$ cat config.mk
export PLATFORM = sky130hd
export DESIGN_NAME = uart_bridge_master_flat
export DESIGN_NICKNAME = d
export VERILOG_FILES = /design/src/rtl/uart_defs.sv /design/src/rtl/axi4.sv /design/src/rtl/uart_bridge_rsp.sv /design/src/rtl/uart_bridge_master.sv /design/src/flat_wrapper.sv
export SDC_FILE = /design/constraint.sdc
export NUM_CORES = 1
export LEC_CHECK = 0
export BUFFER_PORTS_ARGS = -buffer_cell sky130_fd_sc_hd__buf_2
export CAP_MARGIN = 20
export CORE_ASPECT_RATIO = 1.2
export CORE_MARGIN = 2
export CORE_UTILIZATION = 40
export CTS_CLUSTER_DIAMETER = 40
export CTS_CLUSTER_SIZE = 24
export DETAILED_ROUTE_END_ITERATION = 6
export PLACE_DENSITY_LB_ADDON = 0.2
export SLEW_MARGIN = 20
export SYNTH_ARGS = -nofsm -noshare
export SYNTH_HDL_FRONTEND = slang
export SYNTH_SLANG_ARGS = --single-unit
$ cat constraint.sdc
create_clock -name clk -period 2.9 [get_ports clk]
set_input_delay 0.58 -clock clk [delete_from_list [all_inputs] [get_ports clk]]
set_output_delay 0.58 -clock clk [all_outputs]
set_load 0.1 [all_outputs]
$ cat src/rtl/uart_defs.sv
// Shared types and constants for the UART bus bridge.
// Holds the bridge FSM encoding, command bytes and AXI beat constants.
package uart_defs;

  typedef enum logic [2:0] {
    IDLE,
    ADDR,
    WDATA,
    AW_W,
    B,
    AR,
    R,
    RESP
  } BridgeState_t;

  localparam logic [7:0] CMD_WRITE  = 8'h57;
  localparam logic [7:0] CMD_READ   = 8'h52;

  localparam logic [7:0] AXI_LEN1   = 8'd0;
  localparam logic [2:0] AXI_SIZE4  = 3'd2;
  localparam logic [1:0] AXI_INCR   = 2'b01;
  localparam logic [3:0] AXI_ID0    = 4'd0;
  localparam logic [3:0] AXI_STRB   = 4'hF;

  function automatic logic [31:0] shift_in(
    input logic [31:0] r,
    input logic [7:0]  b
  );
    return {r[23:0], b};
  endfunction

endpackage

$ cat src/rtl/axi4.sv
// Single-beat AXI4 bundle between bridge (master) and bus (slave).
// 32-bit address/data, 4-bit ids; only the fields the bridge uses.
interface axi4;

  logic [31:0] awaddr;
  logic [7:0]  awlen;
  logic [2:0]  awsize;
  logic [1:0]  awburst;
  logic [3:0]  awid;
  logic        awvalid;
  logic        awready;

  logic [31:0] wdata;
  logic [3:0]  wstrb;
  logic        wlast;
  logic        wvalid;
  logic        wready;

  logic [1:0]  bresp;
  logic        bvalid;
  logic        bready;

  logic [31:0] araddr;
  logic [7:0]  arlen;
  logic [2:0]  arsize;
  logic [1:0]  arburst;
  logic [3:0]  arid;
  logic        arvalid;
  logic        arready;

  logic [31:0] rdata;
  logic [1:0]  rresp;
  logic        rvalid;
  logic        rready;

  modport master (
    output awaddr, awlen, awsize, awburst, awid, awvalid,
    input  awready,
    output wdata, wstrb, wlast, wvalid,
    input  wready,
    input  bresp, bvalid,
    output bready,
    output araddr, arlen, arsize, arburst, arid, arvalid,
    input  arready,
    input  rdata, rresp, rvalid,
    output rready
  );

  modport slave (
    input  awaddr, awlen, awsize, awburst, awid, awvalid,
    output awready,
    input  wdata, wstrb, wlast, wvalid,
    output wready,
    output bresp, bvalid,
    input  bready,
    input  araddr, arlen, arsize, arburst, arid, arvalid,
    output arready,
    output rdata, rresp, rvalid,
    input  rready
  );

endinterface

$ cat src/rtl/uart_bridge_rsp.sv
// Response serializer: loads a 1-byte (write) or 5-byte (read) reply.
// Ports: load/is_read/code/rdata in; out_data/out_valid/out_ready; done.
module uart_bridge_rsp
  import uart_defs::*;
(
  input  logic        clk,
  input  logic        rst,
  input  logic        load,
  input  logic        is_read,
  input  logic [1:0]  code,
  input  logic [31:0] rdata,
  output logic [7:0]  out_data,
  output logic        out_valid,
  input  logic        out_ready,
  output logic        done
);

  logic [39:0] sh_q, sh_d;
  logic [2:0]  left_q, left_d;
  logic        fire;

  assign out_data  = sh_q[39:32];
  assign out_valid = (left_q != 3'd0);
  assign fire      = out_valid & out_ready;
  assign done      = fire & (left_q == 3'd1);

  always_comb begin
    sh_d   = sh_q;
    left_d = left_q;
    if (load) begin
      sh_d   = {6'b0, code, is_read ? rdata : 32'h0};
      left_d = is_read ? 3'd5 : 3'd1;
    end else if (fire) begin
      // Shifting zeros in keeps out_data at 0 once drained.
      sh_d   = {sh_q[31:0], 8'h00};
      left_d = left_q - 3'd1;
    end
  end

  always_ff @(posedge clk) begin
    if (rst) begin
      sh_q   <= '0;
      left_q <= '0;
    end else begin
      sh_q   <= sh_d;
      left_q <= left_d;
    end
  end

endmodule

$ cat src/rtl/uart_bridge_master.sv
// UART command decoder issuing single-beat AXI4 reads/writes.
// Ports: in_* byte stream, out_* reply stream, bus (axi4.master), busy, timeout.
module uart_bridge_master
  import uart_defs::*;
#(
  parameter int unsigned TIMEOUT_CYCLES = 100000
) (
  input  logic       clk,
  input  logic       rst,
  input  logic [7:0] in_data,
  input  logic       in_valid,
  output logic       in_ready,
  output logic [7:0] out_data,
  output logic       out_valid,
  input  logic       out_ready,
  axi4.master        bus,
  output logic       busy,
  output logic       timeout
);

  localparam int TW =
    (TIMEOUT_CYCLES == 0) ? 1 : $clog2(TIMEOUT_CYCLES + 1);
  localparam logic [TW-1:0] TO_MAX = TW'(TIMEOUT_CYCLES);
  localparam bit TO_EN = (TIMEOUT_CYCLES != 0);

  BridgeState_t  state_q, state_d;
  logic [1:0]    cnt_q, cnt_d;
  logic          is_wr_q, is_wr_d;
  logic [31:0]   addr_q, addr_d;
  logic [31:0]   wdata_q, wdata_d;
  logic [TW-1:0] to_q, to_d;
  logic          awv_q, awv_d;
  logic          wv_q, wv_d;
  logic          arv_q, arv_d;
  logic          tmo_q, tmo_d;

  logic          in_phase;
  logic          frame_phase;
  logic          expire;
  logic          in_fire;
  logic          rsp_load;
  logic          rsp_rd;
  logic [1:0]    rsp_code;
  logic          rsp_done;

  assign frame_phase = (state_q == ADDR) || (state_q == WDATA);
  assign in_phase    = (state_q == IDLE) || frame_phase;
  // Expiry wins over a byte arriving in the same cycle.
  assign expire      = TO_EN && frame_phase && (to_q == TO_MAX);
  assign in_ready    = in_phase & ~expire & ~rst;
  assign in_fire     = in_valid & in_ready;

  assign busy    = (state_q != IDLE);
  assign timeout = tmo_q;

  assign bus.awaddr  = addr_q;
  assign bus.awlen   = AXI_LEN1;
  assign bus.awsize  = AXI_SIZE4;
  assign bus.awburst = AXI_INCR;
  assign bus.awid    = AXI_ID0;
  assign bus.awvalid = awv_q;
  assign bus.wdata   = wdata_q;
  assign bus.wstrb   = AXI_STRB;
  assign bus.wlast   = 1'b1;
  assign bus.wvalid  = wv_q;
  assign bus.bready  = (state_q == B);
  assign bus.araddr  = addr_q;
  assign bus.arlen   = AXI_LEN1;
  assign bus.arsize  = AXI_SIZE4;
  assign bus.arburst = AXI_INCR;
  assign bus.arid    = AXI_ID0;
  assign bus.arvalid = arv_q;
  assign bus.rready  = (state_q == R);

  always_comb begin
    state_d  = state_q;
    cnt_d    = cnt_q;
    is_wr_d  = is_wr_q;
    addr_d   = addr_q;
    wdata_d  = wdata_q;
    awv_d    = awv_q;
    wv_d     = wv_q;
    arv_d    = arv_q;
    tmo_d    = 1'b0;
    rsp_load = 1'b0;
    rsp_rd   = 1'b0;
    rsp_code = 2'b00;

    if (frame_phase && !in_fire && TO_EN)
      to_d = to_q + 1'b1;
    else
      to_d = '0;

    unique case (state_q)
      IDLE: begin
        cnt_d = 2'd0;
        if (in_fire) begin
          if (in_data == CMD_WRITE) begin
            is_wr_d = 1'b1;
            state_d = ADDR;
          end else if (in_data == CMD_READ) begin
            is_wr_d = 1'b0;
            state_d = ADDR;
          end
        end
      end
      ADDR: begin
        if (expire) begin
          state_d = IDLE;
          tmo_d   = 1'b1;
        end else if (in_fire) begin
          addr_d = shift_in(addr_q, in_data);
          cnt_d  = cnt_q + 2'd1;
          if (cnt_q == 2'd3) begin
            if (is_wr_q) begin
              state_d = WDATA;
            end else begin
              state_d = AR;
              arv_d   = 1'b1;
            end
          end
        end
      end
      WDATA: begin
        if (expire) begin
          state_d = IDLE;
          tmo_d   = 1'b1;
        end else if (in_fire) begin
          wdata_d = shift_in(wdata_q, in_data);
          cnt_d   = cnt_q + 2'd1;
          if (cnt_q == 2'd3) begin
            state_d = AW_W;
            awv_d   = 1'b1;
            wv_d    = 1'b1;
          end
        end
      end
      AW_W: begin
        if (bus.awready) awv_d = 1'b0;
        if (bus.wready)  wv_d  = 1'b0;
        if (!awv_d && !wv_d) state_d = B;
      end
      B: begin
        if (bus.bvalid) begin
          rsp_load = 1'b1;
          rsp_code = bus.bresp;
          state_d  = RESP;
        end
      end
      AR: begin
        if (bus.arready) begin
          arv_d   = 1'b0;
          state_d = R;
        end
      end
      R: begin
        if (bus.rvalid) begin
          rsp_load = 1'b1;
          rsp_rd   = 1'b1;
          rsp_code = bus.rresp;
          state_d  = RESP;
        end
      end
      RESP: begin
        if (rsp_done) state_d = IDLE;
      end
      default: state_d = IDLE;
    endcase
  end

  always_ff @(posedge clk) begin
    if (rst) begin
      state_q <= IDLE;
      cnt_q   <= '0;
      is_wr_q <= 1'b0;
      addr_q  <= '0;
      wdata_q <= '0;
      to_q    <= '0;
      awv_q   <= 1'b0;
      wv_q    <= 1'b0;
      arv_q   <= 1'b0;
      tmo_q   <= 1'b0;
    end else begin
      state_q <= state_d;
      cnt_q   <= cnt_d;
      is_wr_q <= is_wr_d;
      addr_q  <= addr_d;
      wdata_q <= wdata_d;
      to_q    <= to_d;
      awv_q   <= awv_d;
      wv_q    <= wv_d;
      arv_q   <= arv_d;
      tmo_q   <= tmo_d;
    end
  end

  uart_bridge_rsp u_rsp (
    .clk      (clk),
    .rst      (rst),
    .load     (rsp_load),
    .is_read  (rsp_rd),
    .code     (rsp_code),
    .rdata    (bus.rdata),
    .out_data (out_data),
    .out_valid(out_valid),
    .out_ready(out_ready),
    .done     (rsp_done)
  );

endmodule

$ cat src/flat_wrapper.sv
// flat-port wrapper written by rule: the top's interface ports become plain ports
module uart_bridge_master_flat import uart_defs::*;
#(
  parameter int unsigned TIMEOUT_CYCLES = 100000
)
  (clk, rst, in_data, in_valid, in_ready, out_data, out_valid, out_ready, busy, timeout, bus_awaddr, bus_awlen, bus_awsize, bus_awburst, bus_awid, bus_awvalid, bus_awready, bus_wdata, bus_wstrb, bus_wlast, bus_wvalid, bus_wready, bus_bresp, bus_bvalid, bus_bready, bus_araddr, bus_arlen, bus_arsize, bus_arburst, bus_arid, bus_arvalid, bus_arready, bus_rdata, bus_rresp, bus_rvalid, bus_rready);
  axi4 bus_i ();
  input  logic clk;
  input  logic rst;
  input  logic [7:0] in_data;
  input  logic in_valid;
  output logic in_ready;
  output logic [7:0] out_data;
  output logic out_valid;
  input  logic out_ready;
  output logic busy;
  output logic timeout;
  output wire logic [$bits(bus_i.awaddr)-1:0] bus_awaddr;
  output wire logic [$bits(bus_i.awlen)-1:0] bus_awlen;
  output wire logic [$bits(bus_i.awsize)-1:0] bus_awsize;
  output wire logic [$bits(bus_i.awburst)-1:0] bus_awburst;
  output wire logic [$bits(bus_i.awid)-1:0] bus_awid;
  output wire logic [$bits(bus_i.awvalid)-1:0] bus_awvalid;
  input wire logic [$bits(bus_i.awready)-1:0] bus_awready;
  output wire logic [$bits(bus_i.wdata)-1:0] bus_wdata;
  output wire logic [$bits(bus_i.wstrb)-1:0] bus_wstrb;
  output wire logic [$bits(bus_i.wlast)-1:0] bus_wlast;
  output wire logic [$bits(bus_i.wvalid)-1:0] bus_wvalid;
  input wire logic [$bits(bus_i.wready)-1:0] bus_wready;
  input wire logic [$bits(bus_i.bresp)-1:0] bus_bresp;
  input wire logic [$bits(bus_i.bvalid)-1:0] bus_bvalid;
  output wire logic [$bits(bus_i.bready)-1:0] bus_bready;
  output wire logic [$bits(bus_i.araddr)-1:0] bus_araddr;
  output wire logic [$bits(bus_i.arlen)-1:0] bus_arlen;
  output wire logic [$bits(bus_i.arsize)-1:0] bus_arsize;
  output wire logic [$bits(bus_i.arburst)-1:0] bus_arburst;
  output wire logic [$bits(bus_i.arid)-1:0] bus_arid;
  output wire logic [$bits(bus_i.arvalid)-1:0] bus_arvalid;
  input wire logic [$bits(bus_i.arready)-1:0] bus_arready;
  input wire logic [$bits(bus_i.rdata)-1:0] bus_rdata;
  input wire logic [$bits(bus_i.rresp)-1:0] bus_rresp;
  input wire logic [$bits(bus_i.rvalid)-1:0] bus_rvalid;
  output wire logic [$bits(bus_i.rready)-1:0] bus_rready;
  assign bus_awaddr = bus_i.awaddr;
  assign bus_awlen = bus_i.awlen;
  assign bus_awsize = bus_i.awsize;
  assign bus_awburst = bus_i.awburst;
  assign bus_awid = bus_i.awid;
  assign bus_awvalid = bus_i.awvalid;
  assign bus_i.awready = bus_awready;
  assign bus_wdata = bus_i.wdata;
  assign bus_wstrb = bus_i.wstrb;
  assign bus_wlast = bus_i.wlast;
  assign bus_wvalid = bus_i.wvalid;
  assign bus_i.wready = bus_wready;
  assign bus_i.bresp = bus_bresp;
  assign bus_i.bvalid = bus_bvalid;
  assign bus_bready = bus_i.bready;
  assign bus_araddr = bus_i.araddr;
  assign bus_arlen = bus_i.arlen;
  assign bus_arsize = bus_i.arsize;
  assign bus_arburst = bus_i.arburst;
  assign bus_arid = bus_i.arid;
  assign bus_arvalid = bus_i.arvalid;
  assign bus_i.arready = bus_arready;
  assign bus_i.rdata = bus_rdata;
  assign bus_i.rresp = bus_rresp;
  assign bus_i.rvalid = bus_rvalid;
  assign bus_rready = bus_i.rready;
  uart_bridge_master #(.TIMEOUT_CYCLES(TIMEOUT_CYCLES)) u_core (.clk(clk), .rst(rst), .in_data(in_data), .in_valid(in_valid), .in_ready(in_ready), .out_data(out_data), .out_valid(out_valid), .out_ready(out_ready), .bus(bus_i), .busy(busy), .timeout(timeout));
endmodule
Yosys cells after proc, flatten, opt, wreduce, memory -nomap -nowiden
Index checks and enable logic that the tools add are counted.
{"block": "totals", "register_bits": 134, "inputBits": 53, "output_inout_bits": 152, "word_cells": 134}
{"block": "op_classes", "addsub": 3, "n_eq_ne": 32, "mux": 50, "n_bitwise": 9, "reduce_logical": 27}
{"cell": "34-bit 2-to-1 mux", "n": 2}
{"cell": "3-bit 2-to-1 mux", "n": 18}
{"cell": "32-bit 2-to-1 mux", "n": 1}
{"cell": "3-bit one-hot mux with 8 select lines", "n": 1}
{"cell": "1-bit 2-to-1 mux", "n": 18}
{"cell": "2-bit != test (second input constant)", "n": 9}
{"cell": "17-bit by 1-bit adder with 17-bit output (second input constant)", "n": 1}
{"cell": "17-bit == test (second input constant)", "n": 1}
{"cell": "8-bit by 7-bit == test with 1-bit output (second input constant)", "n": 2}
{"cell": "3-bit == test (second input constant)", "n": 4}
{"cell": "2-bit by 1-bit != test with 1-bit output (second input constant)", "n": 6}
{"cell": "3-bit AND reduction", "n": 4}
{"cell": "11-bit AND reduction", "n": 1}
{"cell": "2-bit nonzero test", "n": 5}
{"cell": "2-bit 2-to-1 mux", "n": 4}
{"cell": "1-bit one-hot mux with 2 select lines", "n": 4}
{"cell": "2-bit one-hot mux with 2 select lines", "n": 2}
{"cell": "2-bit OR reduction", "n": 4}
{"cell": "3-bit by 1-bit == test with 1-bit output (second input constant)", "n": 2}
{"cell": "3-bit by 2-bit == test with 1-bit output (second input constant)", "n": 2}
{"cell": "3-bit by 1-bit != test with 1-bit output (second input constant)", "n": 2}
{"cell": "3-bit by 2-bit != test with 1-bit output (second input constant)", "n": 2}
{"cell": "6-bit AND reduction", "n": 1}
{"cell": "3-bit nonzero test", "n": 2}
{"cell": "11 further kinds", "n": 23}

Logic depth before layout (Yosys ltp)
{"block": "depth", "depth_word": 11, "ltp_mapped": 10, "mapped_depth_nobuf": 7}

Hierarchy
From an unflattened synthesis, not the netlist that was laid out.
{"block": "hier_totals", "hier_cells": 760, "area_unflattened_um2": 6478.7}
{"module": "uart_bridge_master", "instances": 1, "cells_per_inst": 532, "area_each_um2": 4314.1, "seq_area_each_um2": 1821.7}
{"module": "uart_bridge_rsp", "instances": 1, "cells_per_inst": 228, "area_each_um2": 2164.6, "seq_area_each_um2": 860.8}

Worst setup path after synthesis
OpenSTA, ideal clock, no wires.
{"block": "synth_timing", "kind": "reg-to-reg", "startpoint": "register u_core.state_q[2]", "endpoint": "register u_core.state_q[0]", "setup_ns": 0.086, "arrival_time_ns": 3.536, "required_ns": 2.814, "slack_ns": -0.722, "stages_incl_launch_ff": 7, "path_buffers": 1, "synth_period_minus_slack_ns": 3.622, "cell_sequence": "dfxtp_1 -> clkbuf_1 -> nor3b_1 -> nand2b_1 -> o2111a_1 -> and2_1 -> a211oi_1"}
{"block": "synth_between", "elab_cells_between_ends": 30, "cone_classes": "18 x eq/ne; 3 x mux; 4 x bitwise; 5 x reduce/logical"}
{"element": "start, declared", "line": "uart_bridge_master.sv:26", "text": "BridgeState_t state_q, state_d;"}
{"element": "start signal, assigned", "line": "uart_bridge_master.sv:184", "text": "state_q <= state_d;"}
{"element": "3-bit == test *"}
{"element": "net bus_bready", "line": "flat_wrapper.sv:32", "text": "output wire logic [$bits(bus_i.bready)-1:0] bus_bready;"}
{"element": "2-bit != test (no source line)"}
{"element": "11-bit AND reduction (no source line)"}
Mark *: on every way through the listed nets, which the timed path passes. The rest lies on a longest branch.
A chain may end at the register's enable or synchronous reset.

Worst setup path after layout
{"block": "layout_timing", "startpoint": "register u_core.to_q[6]", "endpoint": "output port in_ready"}
{"block": "layout_between", "elab_chain_cells": 5}
{"element": "start, declared", "line": "uart_bridge_master.sv:31", "text": "logic [TW-1:0] to_q, to_d;"}
{"element": "start signal, assigned", "line": "uart_bridge_master.sv:189", "text": "to_q <= to_d;"}
{"element": "17-bit == test", "line": "uart_bridge_master.sv:49", "text": "assign expire = TO_EN && frame_phase && (to_q == TO_MAX);"}
{"element": "1-bit logical AND", "line": "uart_bridge_master.sv:49"}
{"element": "1-bit NOT", "line": "uart_bridge_master.sv:50", "text": "assign in_ready = in_phase & ~expire & ~rst;"}
{"element": "1-bit AND (2 in a row)", "line": "uart_bridge_master.sv:50"}
{"element": "end, declared", "line": "flat_wrapper.sv:12", "text": "output logic in_ready;"}
Every way passes these cells.

==> summary.txt <==
Synth
  • Post-synth EDFFs: 0
  • Asr flop ratio synth: 0%
  • Synth warn: 0
  • Mapped Avg Cell Area: between 7 and 8 sq um
  • Cell Area, Synth: 6110 sq um
  • Post-synth cell types: 46
  • Post-Syn Instances: 764
  • Flops & latches, synth: 134
  • Dominant synthesized flop cell: dfxtp_1
  • Sequential area share after synthesis: ~44%

Min path
  • Hold_sp: bus_rdata[8]
  • Hold Crit Class: primary input to register

Route
  • DRT antenna net count: 0
  • DRT Pass-1 Iters: 4
  • Vias per Instance: 4.67
  • Routed Wire Length: 14100 um
  • # DRC: 0
  • Drt wl/cell: 12.9 um
  • Vias post-DR: 5099
  • Iteration-0 DRC Markers: 421

Timing
  • Slew HR: 51.7%
  • Final min period: between 2 and 3 ns
  • RSZ-0062 raised after global routing: false
  • Setup tns final: 0 ns
  • Final setup fails: 0
  • Tcrit/Tclk final: 95.5%
  • Tightest Pin Transition: 0.725 ns
  • Setup WS post-layout: 0.130 ns
  • Final hold violation count: 0
  • Fmax: 361 MHz
  • Slew Limit Fails: 0
  • Clock skew: around 0.0055 ns

Cells and area
  • Commonest non-fill, non-tap cell in the layout: nand2_1
  • Syn-to-layout area delta: 19.3%
  • Design area: approximately 7300 sq um
  • Commonest cells after routing, fill and taps aside: 181 x nand2_1, 164 x buf_2, 134 x dfxtp_1
  • Layout cells sized above 1: 25.9%
  • Post-route insts no fill: between 1000 and 1500
  • Antenna cells: 0
  • Nets@finish: 935

Place
  • Post-DP HPWL: 9890 um
  • IO Port Bufs: 165
  • Post-placement cell area: 6650 sq um
  • Dpl ws: 0.486 ns
  • Placed instance count: 1061
  • Gpl congestion: 0.807

Power and ir drop
  • Psw: about 0.0025 W
  • Sequential Power Share: 34.4%
  • Internal power: 0.00407 W
  • Pwr/cell area: between 900 and 1000 nW/um^2
  • Tot Pwr: about 0.0066 W
  • Combinational share of power: 30.9%
  • Peak supply drop: around 360 uV
  • Net Sw Frac: between 30% and 40%
  • Leak: roughly 3.0 nW
  • Clock share of power: 34.7%

Clock tree
  • CTS Root Cell: clkbuf_16
  • Hold buffers post-CTS: 0
  • Worst-Skew Late Latency: 0.42 ns
  • Clock transition at path regs: about 0.06 ns
  • CTS Sinks: between 100 and 150
  • Num CTS Buffers: 17
  • CTS H-Tree Depth: 4
  • CTS tree: yes
  • Setup bufs post-CTS: 0
  • PostCTS Resize Cnt: 0
  • Deepest clock path buffer count: 2

Global route
  • Initial antenna violation count: 0
  • Remaining Overflow, GRT: 0
  • Gr usage total: 17.2%
  • Pin count of the biggest net entering global routing: 67
  • Number of global-route vias before repair: 4542
  • First-pass GRT wire length: 22200 um

Floorplanning
  • Initial Util: 40.8%
  • IO Count: 205
  • Core Area: 15000 sq um
  • Die area: 16300 sq um
  • Overall die height: 139 um
  • Die width: between 100 and 150 um
  • Std-Cell Rows: 49

Outcome
  • Status: complete, no violations

Worst setup path
  • Reg2Reg Setup Slack: 0.48 ns
  • CP bufs+invs: 1
  • CP cell instances: or4_4 -> nor4_4 -> a21oi_1 -> o21a_1 -> buf_2
  • Crit end category: output pin
  • Crit-path slowest cell: or4_4
  • Crit-path max FO: 5
  • WP data arrival: ~2.2 ns
  • Critical path's largest stage delay: 0.56 ns
  • Required time worst endpoint: about 2.3 ns
  • RR Startpoint: u_core.to_q[6]$_SDFF_PP0_
  • Crit path max-delay family: simple AND/OR/NAND/NOR gates
  • CP startpoint: u_core.to_q[6]$_SDFF_PP0_
  • Crit start category: register
  • CP Class: register to output pin

Run
  • Max-cap violations: 0
[synth_stat cells (2+ instances only)]
| cell | instances | area (sq um) |
|---|---|---|
| nor2b_1 | 3 | 18.8 |
| nand4_1 | 5 | 31.3 |
| a22oi_1 | 11 | 82.6 |
| o21a_1 | 2 | 15.0 |
| a31oi_1 | 2 | 12.5 |
| inv_1 | 13 | 48.8 |
| nor3_1 | 4 | 20.0 |
| dfxtp_1 | 134 | 2680 |
| xor2_1 | 8 | 70.1 |
| nor2_2 | 2 | 12.5 |
| and2_1 | 2 | 12.5 |
| a211oi_1 | 29 | 218 |
| o21ai_0 | 35 | 175 |
| buf_4 | 79 | 593 |
| nor4bb_1 | 3 | 30.0 |
| a21oi_1 | 77 | 385 |
| nand3_1 | 10 | 50.1 |
| or2_2 | 2 | 12.5 |
| or4_1 | 3 | 22.5 |
| nand2b_1 | 2 | 12.5 |
| nand4b_1 | 3 | 26.3 |
| o211ai_1 | 2 | 15.0 |
| and3_1 | 3 | 18.8 |
| clkbuf_1 | 32 | 120 |
| and4b_1 | 4 | 40.0 |
| xnor2_1 | 10 | 87.6 |
| buf_2 | 12 | 60.1 |
| nand2_1 | 181 | 679 |
| nor2_1 | 60 | 225 |
| and3b_1 | 2 | 17.5 |
| conb_1 | 2 | 7.51 |
| nor2_4 | 8 | 90.1 |
| ha_1 | 6 | 75.1 |
[metal layers]
metal	routed length (um)	global-route usage, %
met1	6470	22.7
met2	6590	26.3
met3	772	4.70
met4	240	6.93
met5	0	0
[worst paths after layout]
kind | cells past startpoint | to
min | 3 | u_core.u_rsp.sh_q[8]$_SDFFE_PP0P_
max | 5 | in_ready
min reg2reg | 2 | u_core.bus.wdata[24]$_SDFFE_PP0P_
max reg2reg | 7 | u_core.to_q[16]$_SDFF_PP0_
[logic make-up (layout without fill, tap and decap cells)]
group | Yosys count | after routing | share of synthesized area, %
fa+ha+maj | 6 | 6 | 1.23
compound gates | 163 | 163 | 15.5
xor+xnor | 18 | 18 | 2.58
other cells | 2 | 39 | 0.123
simple gates | 303 | 303 | 22.7
buf+inv | 138 | 226 | 14.0
flops | 134 | 134 | 43.9
[per-stage QoR]
| stage | utilization [%] | hold slack [ns] |
|---|---|---|
| 2_1_floorplan | - | 0.432 |
| 3_3_place_gp | 44.5 | 0.439 |
| 3_5_place_dp | 44.5 | 0.445 |
| 4_1_cts | 48.7 | 0.380 |
| 5_1_grt | 48.8 | 0.396 |
| 6_report | 48.8 | 0.396 |
[sequential cells by signal (all words and copies together), names as in the netlist]
signal               cells
u_core.bus.awvalid       1
u_core.timeout           1
u_core.u_rsp.left_q      3
u_core.bus.araddr       32
u_core.cnt_q             2
u_core.u_rsp.sh_q       40
u_core.bus.wvalid        1
u_core.is_wr_q           1
u_core.bus.wdata        32
u_core.bus.arvalid       1
u_core.state_q           3
u_core.to_q             17
[tightest hold or removal path: cells and delay by family]
family                 cells  cell delay (ns)
AND/OR/NAND/NOR            1             0.04
AO/OA/AOI/OAI              1             0.05
buffers and inverters      1             0.09
[cell type report]
cell class              count  area [sq um]
well taps                 204           255
flip-flops and latches    134          2680
repair buffers            181           948
inverters                  13          48.8
fillers                  1556          7670
clock inverters            14           199
multi-input cells         529          2720
clock buffers              18           439
[power groups by stage]
stage          clock (W)  sequential [W]  combinational (W)
2_1_floorplan          0         0.00233            0.00172
3_5_place_dp           0         0.00231            0.00206
3_3_place_gp           0         0.00230            0.00206
6_report         0.00230         0.00227            0.00204
4_1_cts          0.00235         0.00227            0.00206
5_1_grt          0.00243         0.00231            0.00223
Power figures use the tool's default switching activity.
